`src/rtl/stat_response_misr.sv`:
```
// Response compactor for the Stat_* benchmark netlists: folds NUM_PATTERNS
// vectors into a MISR signature and compares it against a golden value.
module stat_response_misr #(
    parameter int               WIDTH        = 17,
    parameter int               NUM_PATTERNS = 1024,
    parameter logic [WIDTH-1:0] POLY         = 17'h04001,
    parameter logic [WIDTH-1:0] SEED         = 17'h00000,
    localparam int              CW           = $clog2(NUM_PATTERNS + 1)
) (
    input  logic             clk_i,
    input  logic             rst_i,
    input  logic             start_i,
    input  logic             resp_valid_i,
    output logic             resp_ready_o,
    input  logic [WIDTH-1:0] resp_data_i,
    input  logic [WIDTH-1:0] golden_i,
    output logic             busy_o,
    output logic             done_o,
    output logic             pass_o,
    output logic [WIDTH-1:0] signature_o,
    output logic [CW-1:0]    count_o
);

    typedef enum logic [1:0] {
        IDLE = 2'd0,
        RUN  = 2'd1,
        DONE = 2'd2
    } state_e;

    state_e           state_q, state_d;
    logic [WIDTH-1:0] sig_q, sig_d;
    logic [CW-1:0]    cnt_q, cnt_d;
    logic             pass_q, pass_d;
    logic             accept;
    logic [WIDTH-1:0] sigNext;

    assign accept  = (state_q == RUN) && resp_valid_i;
    assign sigNext = {sig_q[WIDTH-2:0], 1'b0} ^ (sig_q[WIDTH-1] ? POLY : '0) ^ resp_data_i;

    always_comb begin
        state_d = state_q;
        sig_d   = sig_q;
        cnt_d   = cnt_q;
        pass_d  = pass_q;
        unique case (state_q)
            IDLE, DONE: begin
                if (start_i) begin
                    state_d = RUN;
                    sig_d   = SEED;
                    cnt_d   = '0;
                    pass_d  = 1'b0;
                end
            end
            RUN: begin
                if (accept) begin
                    sig_d = sigNext;
                    cnt_d = cnt_q + CW'(1);
                    // The final accept also latches the verdict, so no extra vector slips in.
                    if (cnt_q == CW'(NUM_PATTERNS - 1)) begin
                        state_d = DONE;
                        pass_d  = (sigNext == golden_i);
                    end
                end
            end
            default: begin
                state_d = IDLE;
            end
        endcase
    end

    always_ff @(posedge clk_i or posedge rst_i) begin
        if (rst_i) begin
            state_q <= IDLE;
            sig_q   <= SEED;
            cnt_q   <= '0;
            pass_q  <= 1'b0;
        end else begin
            state_q <= state_d;
            sig_q   <= sig_d;
            cnt_q   <= cnt_d;
            pass_q  <= pass_d;
        end
    end

    assign resp_ready_o = (state_q == RUN);
    assign busy_o       = (state_q == RUN);
    assign done_o       = (state_q == DONE);
    assign pass_o       = pass_q;
    assign signature_o  = sig_q;
    assign count_o      = cnt_q;

endmodule

```
`config.mk`:
```
export PLATFORM = sky130hd
export DESIGN_NAME = stat_response_misr
export DESIGN_NICKNAME = d
export VERILOG_FILES = /design/src/rtl/stat_response_misr.sv
export SDC_FILE = /design/constraint.sdc
export NUM_CORES = 1
export LEC_CHECK = 0
export ABC_AREA = 1
export CAP_MARGIN = 20
export CORE_UTILIZATION = 45
export DETAILED_ROUTE_END_ITERATION = 10
export GPL_ROUTABILITY_DRIVEN = 1
export HOLD_SLACK_MARGIN = 0.15
export PLACE_DENSITY_LB_ADDON = 0.3
export SETUP_SLACK_MARGIN = 0.4
export SYNTH_ARGS = -nofsm -noshare
export SYNTH_HDL_FRONTEND = slang
export SYNTH_SLANG_ARGS = --single-unit
```
`constraint.sdc`:
```
create_clock -name clk_i -period 1.6 [get_ports clk_i]
set_input_delay 0.16 -clock clk_i [delete_from_list [all_inputs] [get_ports clk_i]]
set_output_delay 0.16 -clock clk_i [all_outputs]
set_load 0.05 [all_outputs]
```
==> results of run 1 <==
## sequential cells by signal, summed over array words and instances, names as in the netlist
register	flops
state_q	2
signature_o	17
pass_o	1
count_o	11
## metal layers
metal,track usage,vias to the layer above,share of wire,routed length (um)
met3,0.0779,21,0.058,389
met4,0.127,0,0.031,206
met1,0.332,1103,0.41,2710
met5,0,-,0,0
met2,0.454,86,0.50,3360
li1,-,1166,-,-
## kinds of logic (layout without fill, tap and decap cells)
| family | after synthesis | in the layout | synth area share |
|---|---|---|---|
| compound gates | 27 | 27 | 0.0945 |
| xor+xnor | 5 | 5 | 0.0208 |
| fa+ha+maj | 1 | 1 | 0.00594 |
| buf+inv | 67 | 169 | 0.130 |
| flops | 31 | 31 | 0.368 |
| mux | 1 | 1 | 0.0107 |
| simple gates | 178 | 178 | 0.370 |
## power by group through the flow
stage / sequential, W / combinational (W) / clock [W]
2_1_floorplan: 0.00258 / 0.00163 / 0
3_3_place_gp: 0.00153 / 0.00372 / 0
3_5_place_dp: 0.00153 / 0.00380 / 0
4_1_cts: 0.00148 / 0.00450 / 0.000702
5_1_grt: 0.00156 / 0.00517 / 0.000753
6_report: 0.00151 / 0.00487 / 0.000708
## metrics by stage
| stage | std cells | util | hold slack [ns] |
|---|---|---|---|
| floorplan | 310 | - | 0.263 |
| global placement | 432 | 0.654 | 0.510 |
| detailed placement | 432 | 0.654 | 0.521 |
| CTS | 457 | 0.741 | 0.268 |
| global route | 464 | 0.774 | 0.291 |
| finish | 464 | 0.774 | 0.247 |
## placed cells by master (no fill, tap or decap), types with 2 or more instances in the layout
cell,n
nand2_4,3
clkbuf_8,7
buf_6,11
nand2_1,109
nor2_2,3
nand3b_1,3
dfrtp_2,15
buf_4,41
nand3_1,23
o22ai_2,15
nor3_2,3
o21ai_2,3
nand2_2,3
o21ai_1,3
inv_1,58
nand4_1,6
nor2_1,15
nor2_4,2
buf_12,4
inv_2,4
a21oi_2,2
buf_8,4
clkdlybuf4s50_1,37
nand3_2,2
dfrtp_1,15
xor2_1,3
## worst max-delay path by stage
stage,from,end,cells past startpoint
4_1_cts,state_q[0],resp_ready_o,4
6_report,state_q[0],count_o[3],8
3_5_place_dp,start_i,signature_o[13],6
5_1_grt,state_q[0],count_o[7],9
3_3_place_gp,start_i,signature_o[3],6
2_1_floorplan,state_q[1],count_o[5],7
## cell type report
| cell class | instances | area, um^2 | share of cell area |
|---|---|---|---|
| Timing Repair inverter | 1 | 3.75 | 0.00110 |
| Timing Repair Buffer | 97 | 942 | 0.276 |
| Sequential cell | 31 | 798 | 0.234 |
| Tap cell | 52 | 65.1 | 0.0191 |
| Inverter | 63 | 244 | 0.0715 |
| Multi-Input combinational cell | 212 | 1260 | 0.369 |
| Clock buffer | 8 | 100 | 0.0293 |
## critical path: stages, from the launching register on
cell      delay, ns
dfrtp_2        0.45
inv_4          0.11
nor2_8         0.05
nand2_4        0.09
o211ai_4       0.14
buf_4          0.17
nor2_2         0.08
xor2_1         0.16
nor2_1         0.06
## repair_timing
item | CTS | global route
setup buffers | 16 | 7
pin swaps | 8 | 5
cloned | 1 | 0
gates resized for setup | 37 | 26
hold endpoints to repair | 0 | 0
endpoints found under the setup margin | 34 | 38
==> results.py, run 1 <==
metrics = {
    "outcome": {
        "status": "complete, no violations",
    },
    "clocking": {
        "cts_htree_levels": 2,
        "path_clk_slew_ns": 0.07,
        "hold_buffers": 0,
        "cts_tree": "built",
        "clock_latency_ns": 0.29,
        "clockBufferDepth": 2,
        "cts_sinks": 31,
        "ctsRootBufferMaster": "clkbuf_8",
        "numCtsBuffers": 5,
    },
    "sta": {
        "tightest_slew_ns": 0.398,
        "skew_ns": 0.00508,
        "fin_ws_ns": 0.163,
        "period_minus_slack_ns": 1.44,
        "fmax_ghz": 0.696,
        "hold_violations": 0,
        "max_slew_margin": 0.735,
        "setup_viol": 0,
        "finalMaxSlewViolations": 0,
        "rsz0062_at_grt": "yes",
        "min_period_over_period": 0.898,
        "tns_ns": 0,
    },
    "detailed_routing": {
        "wl_per_cell_um": 14.4,
        "wl_um": 6670,
        "vias": 2376,
        "post_drt_via_cell_ratio": 5.12,
        "remaining_drc_errors": 0,
        "ant_nets": 0,
        "first_pass_iters": 4,
        "dr.first_iter.drc_count": 190,
    },
    "grt": {
        "grt_pass1_wl_um": 10700,
        "gr-total-overflow": 0,
        "grt_pass1_vias": 2394,
        "grt_usage": 0.276,
        "grt_max_degree": 32,
        "antenna_found_initial": 0,
    },
    "hold_path": {
        "hp-class": "in -> async",
    },
    "synth": {
        "synth_area_per_cell_um2": 6.79,
        "synth_most_common_cell": "nand2_1",
        "synth.area.top_cells": "dfrtp_1 (37%), nand2_1 (20%), inv_1 (11%)",
        "yosysWarnings": 0,
        "netlist.area_leader.share": 0.368,
        "async_reset_ff_frac": 1.00,
        "synth_ff_type": "dfrtp_1",
        "synth_cell_types": 31,
        "yosysTopAreaCell": "dfrtp_1",
        "synth_cells": 310,
        "synth_area_mm2": 0.00211,
        "ys_seq_elements": 31,
        "synth_common_cells": "nand2_1 (113), inv_1 (61), dfrtp_1 (31), nand3_1 (25), nor2_1 (20)",
        "ys_seq_area_frac": 0.368,
        "synth-edff-count": 0,
        "syn-num-nets": 349,
    },
    "power_and_ir_drop": {
        "seqPwrFrac": 0.213,
        "p_switching_w": 0.00366,
        "swShare": 0.516,
        "finalPower_w": 0.00709,
        "total_leakage_power_nw": 1.77,
        "ir_drop_uv": 1290,
        "internal-power_w": 0.00343,
        "pwr-share-comb": 0.687,
        "power_per_cell_area_mw_per_mm2": 2080,
        "clkPwrFrac": 0.100,
    },
    "setup_path": {
        "critPathCaptureType": "flip-flop",
        "critPathRequiredTime_ns": 1.78,
        "critPathArrivalTime_ns": 1.62,
        "r2r_end": "count_o[3]",
        "critical_path_class": "reg -> reg",
        "r2r_setup_slack_ns": 0.16,
        "rr_startpoint": "state_q[0]",
        "reg2reg_depth": 8,
        "critPathMaxFanout": 5,
        "startpoint_type": "flip-flop",
    },
    "layout": {
        "fin_nets": 450,
        "nFillCells": 300,
        "finalInstanceArea_mm2": 0.00341,
        "diodes": 0,
        "layout-drive-gt1-share": 0.328,
        "synthToLayoutAreaGrowth_pct": 62.2,
    },
    "flow_run": {
        "maxCapViolations": 0,
    },
    "floorplanning": {
        "die_h_um": 70.4,
        "initial_core_util": 0.477,
        "fp.coreArea_mm2": 0.00441,
        "pin_count": 70,
        "num_rows": 24,
        "die_w_um": 70.4,
        "die_area_mm2": 0.00496,
    },
    "place": {
        "io_buffers": 69,
        "pre_cts_slack_ns": 0.0124,
        "place_congestion": 0.821,
        "dpl.hpwl_um": 4140,
        "dpl_cell_area_mm2": 0.00289,
    },
}
Power figures use the tool's default switching activity.
==> run 2, diff against run 1 <==
--- a/config.mk
+++ b/config.mk
@@ -6,7 +6,6 @@
 export NUM_CORES = 1
 export LEC_CHECK = 0
 export ABC_AREA = 1
-export CAP_MARGIN = 20
 export CORE_UTILIZATION = 45
 export DETAILED_ROUTE_END_ITERATION = 10
 export GPL_ROUTABILITY_DRIVEN = 1
==> results of run 2 <==
Same layout as run 1: the final DEF is identical, and so are final timing and power.
